File: src/rtl/sw_conditioner_pkg.sv
// Shared types and helpers for the switch conditioner: debounce FSM states,
// counter sizing and synchroniser depth.
package sw_conditioner_pkg;

    typedef enum logic {
        STABLE   = 1'b0,
        SETTLING = 1'b1
    } db_state_t;

    localparam int SYNC_STAGES = 2;

    // Bits needed to hold 0..n-1; at least one bit so the counter always exists.
    function automatic int cnt_width(input int n);
        int w;
        w = 1;
        for (int i = 1; i < 31; i++) begin
            if ((1 << i) < n) w = i + 1;
        end
        return w;
    endfunction

endpackage

File: src/rtl/debounce_channel.sv
// One switch channel: 2-flop synchroniser, then a debounce FSM that only
// accepts a new W-bit word after DEBOUNCE_CYCLES identical samples.
module debounce_channel
    import sw_conditioner_pkg::*;
#(
    parameter int W               = 1,
    parameter int DEBOUNCE_CYCLES = 500000
) (
    input  logic         clk,
    input  logic         rst,
    input  logic [W-1:0] raw,
    output logic [W-1:0] level,
    output logic         changed
);

    localparam int             CW   = cnt_width(DEBOUNCE_CYCLES);
    localparam logic [CW-1:0]  LAST = CW'(DEBOUNCE_CYCLES - 1);

    logic [SYNC_STAGES-1:0][W-1:0] sync;
    logic [W-1:0]                  sample;
    logic [W-1:0]                  cand;
    logic [CW-1:0]                 cnt;
    db_state_t                     state;

    always_ff @(posedge clk or posedge rst) begin
        if (rst) sync <= '0;
        else     sync <= {sync[SYNC_STAGES-2:0], raw};
    end

    assign sample = sync[SYNC_STAGES-1];

    always_ff @(posedge clk or posedge rst) begin
        if (rst) begin
            state   <= STABLE;
            cand    <= '0;
            cnt     <= '0;
            level   <= '0;
            changed <= 1'b0;
        end else begin
            changed <= 1'b0;
            case (state)
                STABLE: begin
                    if (sample != level) begin
                        cand  <= sample;
                        cnt   <= CW'(1);
                        state <= SETTLING;
                    end
                end
                SETTLING: begin
                    if (sample == level) begin
                        cnt   <= '0;
                        state <= STABLE;
                    end else if (sample != cand) begin
                        // Multi-bit word moved to a third value: restart on it.
                        cand <= sample;
                        cnt  <= CW'(1);
                    end else if (cnt == LAST) begin
                        level   <= cand;
                        changed <= 1'b1;
                        cnt     <= '0;
                        state   <= STABLE;
                    end else begin
                        cnt <= cnt + CW'(1);
                    end
                end
                default: begin
                    cnt   <= '0;
                    state <= STABLE;
                end
            endcase
        end
    end

endmodule

File: src/rtl/sw_conditioner.sv
// Board switch conditioner: synchronised, debounced levels for the platform
// PIO inputs plus single-cycle edge pulses for fabric logic.
module sw_conditioner
    import sw_conditioner_pkg::*;
#(
    parameter int DEBOUNCE_CYCLES = 500000
) (
    input  logic       clk_clk,
    input  logic       reset_reset,
    input  logic       sw_init_raw,
    input  logic       sw_stop_raw,
    input  logic [1:0] sw_selector_raw,
    output logic       pio_sw_init,
    output logic       pio_sw_stop,
    output logic [1:0] pio_sw_selector,
    output logic       init_rise,
    output logic       stop_rise,
    output logic       selector_changed
);

    logic [SYNC_STAGES-1:0] rel;
    logic                   rst_int;
    logic                   init_chg;
    logic                   stop_chg;

    // Reset asserts immediately but releases only after two clean edges.
    always_ff @(posedge clk_clk or posedge reset_reset) begin
        if (reset_reset) rel <= '0;
        else             rel <= {rel[SYNC_STAGES-2:0], 1'b1};
    end

    assign rst_int = ~rel[SYNC_STAGES-1];

    debounce_channel #(.W(1), .DEBOUNCE_CYCLES(DEBOUNCE_CYCLES)) u_init (
        .clk     (clk_clk),
        .rst     (rst_int),
        .raw     (sw_init_raw),
        .level   (pio_sw_init),
        .changed (init_chg)
    );

    debounce_channel #(.W(1), .DEBOUNCE_CYCLES(DEBOUNCE_CYCLES)) u_stop (
        .clk     (clk_clk),
        .rst     (rst_int),
        .raw     (sw_stop_raw),
        .level   (pio_sw_stop),
        .changed (stop_chg)
    );

    debounce_channel #(.W(2), .DEBOUNCE_CYCLES(DEBOUNCE_CYCLES)) u_sel (
        .clk     (clk_clk),
        .rst     (rst_int),
        .raw     (sw_selector_raw),
        .level   (pio_sw_selector),
        .changed (selector_changed)
    );

    // Both terms are registered, so the rise pulses stay glitch-free.
    assign init_rise = init_chg & pio_sw_init;
    assign stop_rise = stop_chg & pio_sw_stop;

endmodule

File: config.mk
export PLATFORM = sky130hd
export DESIGN_NAME = sw_conditioner
export DESIGN_NICKNAME = d
export VERILOG_FILES = /design/src/rtl/sw_conditioner_pkg.sv /design/src/rtl/debounce_channel.sv /design/src/rtl/sw_conditioner.sv
export SDC_FILE = /design/constraint.sdc
export NUM_CORES = 1
export LEC_CHECK = 0
export ABC_AREA = 1
export CELL_PAD_IN_SITES_DETAIL_PLACEMENT = 0
export CELL_PAD_IN_SITES_GLOBAL_PLACEMENT = 1
export CORE_ASPECT_RATIO = 0.9
export CORE_MARGIN = 10
export CORE_UTILIZATION = 49
export CTS_CLUSTER_DIAMETER = 80
export DETAILED_ROUTE_END_ITERATION = 16
export GPL_ROUTABILITY_DRIVEN = 1
export PLACE_DENSITY = 0.88
export SLEW_MARGIN = 15
export SYNTH_ARGS = -nofsm -noshare
export SYNTH_HDL_FRONTEND = slang
export SYNTH_SLANG_ARGS = --single-unit
File: constraint.sdc
create_clock -name clk_clk -period 5.15 [get_ports clk_clk]
set_input_delay 1.03 -clock clk_clk [delete_from_list [all_inputs] [get_ports clk_clk]]
set_output_delay 1.03 -clock clk_clk [all_outputs]
set_load 0.1 [all_outputs]
==> results.cfg, run 1 <==
[placement]
hpwl_mm = 6.77
place.gp.congestion = 0.905
numPortBuffers = 12

[synth]
synth_seq_cells = 81
synth_top_flop_cell = dfrtp_1
synth_commonest_cells = 207 x nand2_1, 91 x nor2_1, 81 x dfrtp_1
async_flop_share_pct = 100
synth_edf_count = 0
yosysTopAreaCell = dfrtp_1
yosys.area.top_type_share_pct = 44.1
postSynthAreaPerCell_um2 = 7.28
yosysSeqAreaShare_pct = 44.1
yosys.cell_count.top_type = nand2_1
synthTopCellsByArea = dfrtp_1 44%, nand2_1 17%, nor2_1 7.4%
ys_types = 30
synth_area_um2 = 4590
syn_nets = 640
yosysWarnings = 0
syn_inst = 631

[grt]
grt_util_all_layers_pct = 13.9
grt_pass1_wl_mm = 15.9
grt_pass1_vias = 3514
grt-ovfl-total = 0
grt_antenna_before_repair = 0
grt_max_degree = 80

[cts]
holdBufCountCts = 0
cts.clk_slew.worst_paths_ns = 0.09
postCtsResizedCells = 0
clk_latency_ns = 0.35
cts_setup_buffers = 0
clk_path_buf_depth = 2
cts.sinks = 81
htree_levels = 3
cts_tree = done
root_buffer = clkbuf_8
numCtsBuffers = 9

[sta]
tightest_slew_ns = 1.02
period_needed_ns = 3.05
fin_setup_tns_ns = 0
finalCritPeriodShare_pct = 59.2
hold_ws_ns = 0.354
drv_slew = 0
fmax_mhz = 328
hold_violations = 0
finalSetupViolCount = 0
grt_setup_unrepaired = no
relSlewSlack_pct = 32.3
skew_ns = 0.00835

[floorplan]
design.portCount = 13
row_count = 33
dieArea_um2 = 13700
die_h_um = 112
start_util_pct = 50.3
core_area_um2 = 9130
die_w_um = 122

[routing]
wl_mm = 9.17
ant_nets = 0
firstDrtPassIters = 4
via_per_inst = 4.87
drcViolationCount = 0
vias = 3771
drt_iter0_markers = 298
wire_per_inst_um = 11.8

[power_and_ir_drop]
powerDensity_nw_per_um2 = 245
ir_worst_vdd_mv = 0.160
leakage_uw = 0.00232

[critical_path]
cp.arrival_ns = 2.02
crit_start = u_init.level$_DFFE_PN0P_
cp-start-kind = register
r2r_start = u_init.sample$_DFF_PN0_
critPathMaxFanout = 6
critPathKind = register to output port
endpoint_kind = output port
required_ns = 4.12

[status]
run_status = complete, no violations

[job]
max-cap-violations = 0

[finish]
n_antenna_cell = 0
drive_gt1_share_pct = 9.95
area_delta_synth_final_pct = 9.64
fin_nets = 657
fill_cells = 872

[worst_hold_path]
hp-class = register to register
holdCritStartpoint = u_init.sync[0]$_DFF_PN0_
[layout by cell type, fill, tap and decap left out, types with 5 or more instances in the layout]
cell type / Yosys / routed
nand2_1: 207 / 207
nand3_1: 41 / 41
a21oi_1: 7 / 7
nand2_2: 6 / 6
nor2_2: 18 / 18
nor2_1: 91 / 91
nor2_4: 8 / 8
inv_2: 5 / 5
xor2_1: 18 / 18
clkbuf_8: 0 / 9
clkdlybuf4s50_1: 0 / 12
o21ai_0: 15 / 15
inv_1: 80 / 80
dfrtp_1: 81 / 80
nand4_1: 17 / 17
[per-layer routing]
metal  vias up  share of wire [%]  GRT usage (%)
li1       1973                  -              -
met1      1726                 52           19.6
met2        62                 43           20.7
met3        10                4.2           3.03
met4         0                1.2           4.00
met5         -                  0              0
[flip-flops by register name (all words and copies together) (netlist names)]
register,flops
u_stop.state,1
u_sel.changed,1
u_sel.state,1
u_init.cand,1
u_init.level,1
u_init.sync,1
u_init.sample,1
u_sel.cand,2
u_init.cnt,19
u_stop.sync,1
u_init.changed,1
u_stop.cnt,19
u_sel.sample,2
u_stop.changed,1
u_init.state,1
u_stop.level,1
u_sel.sync,2
u_stop.cand,1
u_sel.level,2
rel,2
u_stop.sample,1
u_sel.cnt,19
[report_power, final]
group	internal, uW	switching, uW	total, uW
sequential	646	20.0	666
combinational	17.6	40.6	58.3
clock	273	236	509
[final cells by class]
type | instances | area (um^2) | share of cell area (%)
multi-input combinational | 456 | 2180 | 43.2
sequential | 81 | 2030 | 40.3
inverter | 88 | 337 | 6.68
tap | 122 | 153 | 3.03
clock buffer | 9 | 124 | 2.46
timing repair buffer | 12 | 120 | 2.38
clock inverter | 7 | 95.1 | 1.89
[stage by stage]
step	power [uW]	utilization [%]	std cells	worst slack (ns)	area, um^2
floorplan	720	-	631	2.44	4590
global placement	737	52.8	759	2.48	4820
detailed placement	738	52.8	759	2.47	4820
CTS	1250	55.2	775	2.07	5040
global route	1290	55.2	775	2.02	5040
finish	1230	55.2	775	2.10	5040
[critical path: stages, from the launching register on]
cell and delay (ns):
dfrtp_1 0.43, nand2_1 0.07, inv_1 0.05, clkdlybuf4s50_1 1.12
[final timing paths]
path,to,slack [ns],cells after the start
setup / recovery,init_rise,2.10,3
hold / removal,u_init.sample$_DFF_PN0_,0.35,0
setup reg to reg,u_init.cnt[13]$_DFFE_PN0P_,3.27,9
hold reg to reg,u_init.sample$_DFF_PN0_,0.35,0
max in group asynchronous,u_sel.cnt[14]$_DFFE_PN0P_,3.99,0
min in group asynchronous,u_stop.cnt[12]$_DFFE_PN0P_,0.50,0
[logic make-up after synthesis]
group / synth area share [%]
simple gates: 38.8
buf+inv: 8.47
flops: 44.1
compound gates: 3.49
xor+xnor: 4.19
fa+ha+maj: 0.817
other cells: 0.0816
Note: power is estimated with default switching activity, not from simulation.
==> inputs of run 2 (changes only) <==
- CORE_UTILIZATION: 49 -> 41
- PLACE_DENSITY: 0.88 -> 0.79
- clock period: 5.15 -> 2.45 ns (I/O delays scaled with it)
==> run 2 against run 1 <==
Largest cell class unchanged. Combinational power up 140%. Global-route usage down 1.4 points. Critical path depth up 5. Final cell count up 4.1%. First-iteration DRC count down 2.3%. Count of clock-buffer cells in the layout up 3. Wire length up 3.6%. Die area up 16%.
==> results.cfg, run 2 (synthesized netlist as in run 1, its figures left out) <==
[cts]
clk_latency_ns = 0.34
cts_setup_buffers = 0
postCtsResizedCells = 0
cts.sinks = 81
root_buffer = clkbuf_16
numCtsBuffers = 9
htree_levels = 3
cts.clk_slew.worst_paths_ns = 0.06
holdBufCountCts = 0
cts_tree = done
clk_path_buf_depth = 2

[sta]
finalSetupViolCount = 0
hold_violations = 0
period_needed_ns = 1.77
grt_setup_unrepaired = no
fmax_mhz = 564
fin_setup_tns_ns = 0
tightest_slew_ns = 0.518
fin_ws_ns = 0.676
relSlewSlack_pct = 65.3
finalCritPeriodShare_pct = 72.4
drv_slew = 0
skew_ns = 0.00764

[grt]
grt-ovfl-total = 0
grt_max_degree = 37
grt_antenna_before_repair = 0
grt_util_all_layers_pct = 12.5
grt_pass1_vias = 3613
grt_pass1_wl_mm = 16.7

[floorplan]
start_util_pct = 42.1
dieArea_um2 = 15800
core_area_um2 = 10900
die_h_um = 120
row_count = 36
die_w_um = 132
design.portCount = 13

[placement]
place.gp.congestion = 0.852
dp_slack_ns = 0.672
numPortBuffers = 12
hpwl_mm = 7.07

[job]
max-cap-violations = 0

[routing]
drt_iter0_markers = 291
firstDrtPassIters = 4
ant_nets = 0
wire_per_inst_um = 11.8
drcViolationCount = 0
via_per_inst = 4.63
vias = 3739
wl_mm = 9.51

[critical_path]
cp-start-kind = register
critPathKind = register to register
crit_path_top_delay_cell = dfrtp_1
cp.arrival_ns = 2.05
required_ns = 2.72
cp.buffers_inverters = 1
crit_chain = nand2_1 -> nand3_1 -> inv_1 -> nor2_4 -> nand3_2 -> nand2_1 -> nand2_1 -> nor2_1
cp_common_cell = nand2_1
path_delay_family = simple AND/OR/NAND/NOR gates
endpoint_kind = register
critPathMaxFanout = 11
cpPeakStageDelay_ns = 0.43

[finish]
area_delta_synth_final_pct = 11.9
drive_gt1_share_pct = 11.1
fill_cells = 1100
reg_top3 = u_init.cnt x19, u_sel.cnt x19, u_stop.cnt x19
final_cell_mix = 207 x nand2_1, 91 x nor2_1, 80 x inv_1, 80 x dfrtp_1, 41 x nand3_1
final_common_cell = nand2_1
n_antenna_cell = 0
fin_nets = 660

[power_and_ir_drop]
leakage_uw = 0.00238
power.total_uw = 2810
ir_worst_vdd_mv = 0.363
powerDensity_nw_per_um2 = 546

[status]
run_status = complete, no violations

[worst_hold_path]
hp-class = register to async pin
[run 2: cell count changes in the layout (fill, tap and decap cells not counted), sizes merged]
| cell | delta |
|---|---|
| clkinv | -3 |
| clkbuf | +3 |
| inv | +1 |
| buf | +10 |
| clkdlybuf4s50 | -7 |
| bufinv | -2 |
[run 2: through the flow]
stage | hold WS [ns] | area [um^2] | std cells | utilization [%]
detailed placement | 0.309 | 4860 | 792 | 44.6
finish | 0.283 | 5140 | 807 | 47.2
CTS | 0.290 | 5140 | 807 | 47.2
global route | 0.294 | 5140 | 807 | 47.2
floorplan | 0.231 | 4590 | 631 | -
global placement | 0.304 | 4860 | 792 | 44.6
[run 2: layout make-up]
class | instances | area (um^2) | share of cell area, %
Timing Repair Buffer | 15 | 125 | 2.43
Inverter | 88 | 337 | 6.55
Multi-Input combinational cell | 456 | 2180 | 42.4
Clock inverter | 3 | 25.0 | 0.487
Clock buffer | 12 | 256 | 4.99
Tap cell | 152 | 190 | 3.70
Sequential cell | 81 | 2030 | 39.5
[run 2: worst paths after layout]
kind / startpoint / endpoint / slack, ns / depth (start not counted)
min reg2reg: rel[1]$_DFF_PP0_ / u_stop.cnt[9]$_DFFE_PN0P_ / 0.28 / 0
max in group asynchronous: rel[1]$_DFF_PP0_ / u_stop.cnt[4]$_DFFE_PN0P_ / 1.57 / 1
min in group clk_clk: rel[0]$_DFF_PP0_ / rel[1]$_DFF_PP0_ / 0.35 / 0
max reg2reg: u_init.level$_DFFE_PN0P_ / u_init.cnt[15]$_DFFE_PN0P_ / 0.68 / 8
min: rel[1]$_DFF_PP0_ / u_stop.cnt[9]$_DFFE_PN0P_ / 0.28 / 0
max: u_init.level$_DFFE_PN0P_ / u_init.cnt[15]$_DFFE_PN0P_ / 0.68 / 8
[run 2: power breakdown]
part	leakage [uW]	switching, uW	internal [uW]
sequential	0.00108	28.2	1360
combinational	0.00117	98.5	40.2
clock	0.000135	541	742
total	0.00238	668	2140
[run 2: per-layer routing]
metal  GRT usage, %  vias up  wire length [um]
met5              0        -                 0
met4           4.38        0               114
met3           2.94       13               339
met2           19.8       46              4170
met1           16.4     1701              4880
li1               -     1979                 -
==> inputs of run 3 (changes only) <==
- clock period: 2.45 -> 1.6 ns (I/O delays scaled with it)
==> run 3 against run 2 <==
Worst setup slack lost 0.60 ns. Register-to-register slack lost 0.60 ns. Power grew 64%. Critical path depth is the same. Non-clock buffer count up 13. Clock skew about the same. Worst hold slack worse by 0.15 ns. Flip-flop and latch count is the same. Wire length up 3.1%. Clock power up 75%. Sequential share of layout area down 2.3 points. Critical path type unchanged. Critical endpoint is now u_sel.cnt[18]$_DFFE_PN0P_.
==> results.cfg, run 3 (synthesized netlist as in run 1, its figures left out) <==
[finish]
fin_nets = 673
final_cell_mix = 205 x nand2_1, 88 x nor2_1, 78 x inv_1
n_antenna_cell = 0
final_common_cell = nand2_1
final_area_um2 = 5470
reg_top3 = u_init.cnt x19, u_sel.cnt x19, u_stop.cnt x19
area_delta_synth_final_pct = 19.1
drive_gt1_share_pct = 15.2

[critical_path]
critPathMaxFanout = 3
critPathKind = register to register
endpoint_kind = register
r2r_cells = 8
cp.arrival_ns = 1.77
required_ns = 1.84
cp-start-kind = register

[placement]
hpwl_mm = 7.30
place.gp.congestion = 0.884
dp_slack_ns = -0.0268
numPortBuffers = 12
dpl_cell_area_um2 = 5080

[cts]
clk_latency_ns = 0.34
cts.clk_slew.worst_paths_ns = 0.06
cts.sinks = 81
cts_tree = done
numCtsBuffers = 9
clk_path_buf_depth = 2
htree_levels = 3
root_buffer = clkbuf_16
holdBufCountCts = 0

[routing]
drcViolationCount = 0
wl_mm = 9.80
vias = 3800
wire_per_inst_um = 11.9
firstDrtPassIters = 6
via_per_inst = 4.63
drt_iter0_markers = 294
ant_nets = 0

[grt]
grt_pass1_vias = 3677
grt_util_all_layers_pct = 13.0
grt-ovfl-total = 0
grt_max_degree = 29
grt_antenna_before_repair = 0
grt_pass1_wl_mm = 17.2

[floorplan]
core_area_um2 = 10900
row_count = 36
die_h_um = 120
dieArea_um2 = 15800
die_w_um = 132
design.portCount = 13
start_util_pct = 42.1

[worst_hold_path]
hp-class = primary input to async pin

[sta]
finalSetupViolCount = 0
period_needed_ns = 1.53
drv_slew = 0
hold_ws_ns = 0.136
fin_ws_ns = 0.0720
fmax_mhz = 654
hold_violations = 0
finalCritPeriodShare_pct = 95.5
skew_ns = 0.00800
grt_setup_unrepaired = yes

[power_and_ir_drop]
pwr-share-seq_pct = 45.9
swShare_pct = 22.3
p_switching_uw = 1030
leakage_uw = 0.00247
cellInternalPower_uw = 3590
powerDensity_nw_per_um2 = 844
ir_worst_vdd_mv = 0.430
combPwrFrac_pct = 5.7
clock_power_share_pct = 48.4

[job]
max-cap-violations = 0

[status]
run_status = complete, no violations
run 3: cell count changes in the layout (fill, tap and decap cells not counted), moves of 3 or more:
cell / before / now
buf_12: 0 / 10
buf_4: 10 / 13
dfrtp_1: 80 / 76
dfrtp_2: 0 / 3
nand3_1: 41 / 38
nand3_2: 3 / 6
nor2_1: 91 / 88
run 3: through the flow:
stage	power, uW	util, %	setup TNS [ns]	instances
6_report	4620	50.2	0	821
3_3_place_gp	2400	46.6	0	803
4_1_cts	4680	49.7	0	820
5_1_grt	4810	50.2	-0.174	821
3_5_place_dp	2410	46.6	-0.150	803
2_1_floorplan	2320	-	0	631
run 3: final timing paths:
check                      slack (ns)                      from                    endpoint
max                              0.07  u_sel.cnt[1]$_DFFE_PN0P_   u_sel.cnt[18]$_DFFE_PN0P_
min                              0.14               reset_reset            rel[1]$_DFF_PP0_
max reg2reg                      0.07  u_sel.cnt[1]$_DFFE_PN0P_   u_sel.cnt[18]$_DFFE_PN0P_
min reg2reg                      0.25          rel[1]$_DFF_PP0_   u_sel.cand[1]$_DFFE_PN0P_
max in group asynchronous        0.85          rel[1]$_DFF_PP0_  u_stop.cnt[16]$_DFFE_PN0P_
min in group clk_clk             0.34  u_stop.sync[0]$_DFF_PN0_     u_stop.sample$_DFF_PN0_
run 3: power groups by stage:
| stage | clock (uW) | sequential [uW] | combinational [uW] |
|---|---|---|---|
| after floorplan | 0 | 2170 | 152 |
| after global placement | 0 | 2160 | 248 |
| after detailed placement | 0 | 2160 | 251 |
| after CTS | 2300 | 2120 | 258 |
| after global routing | 2390 | 2130 | 296 |
| final | 2240 | 2120 | 261 |
run 3: cell type report:
class / instances / area, um^2
fillers: 1055 / 5430
multi-input cells: 456 / 2230
flip-flops and latches: 81 / 2040
inverters: 88 / 349
repair buffers: 28 / 348
clock buffers: 12 / 246
well taps: 152 / 190
clock inverters: 4 / 76.3
run 3: timing repair:
action                                  4_1_cts  5_1_grt
setup buffers                                 1        1
pin swaps                                     0        4
endpoints found under the setup margin        8       44
gates resized for setup                       1       13
run 3: critical path, stage by stage, from the launching register on:
cell     delay, ns
dfrtp_1       0.37
ha_1          0.20
nand3_1       0.13
nor2_1        0.21
nand4_1       0.16
nor2_1        0.19
nand2_1       0.07
nand2_1       0.06
nor2_1        0.04
run 3: routing by layer:
metal  vias up  track usage (%)  wire, um
met1      1727             17.1      4910
met5         -                0         0
li1       2008                -         -
met2        56             20.5      4390
met4         0             4.44       136
met3         9             3.15       357
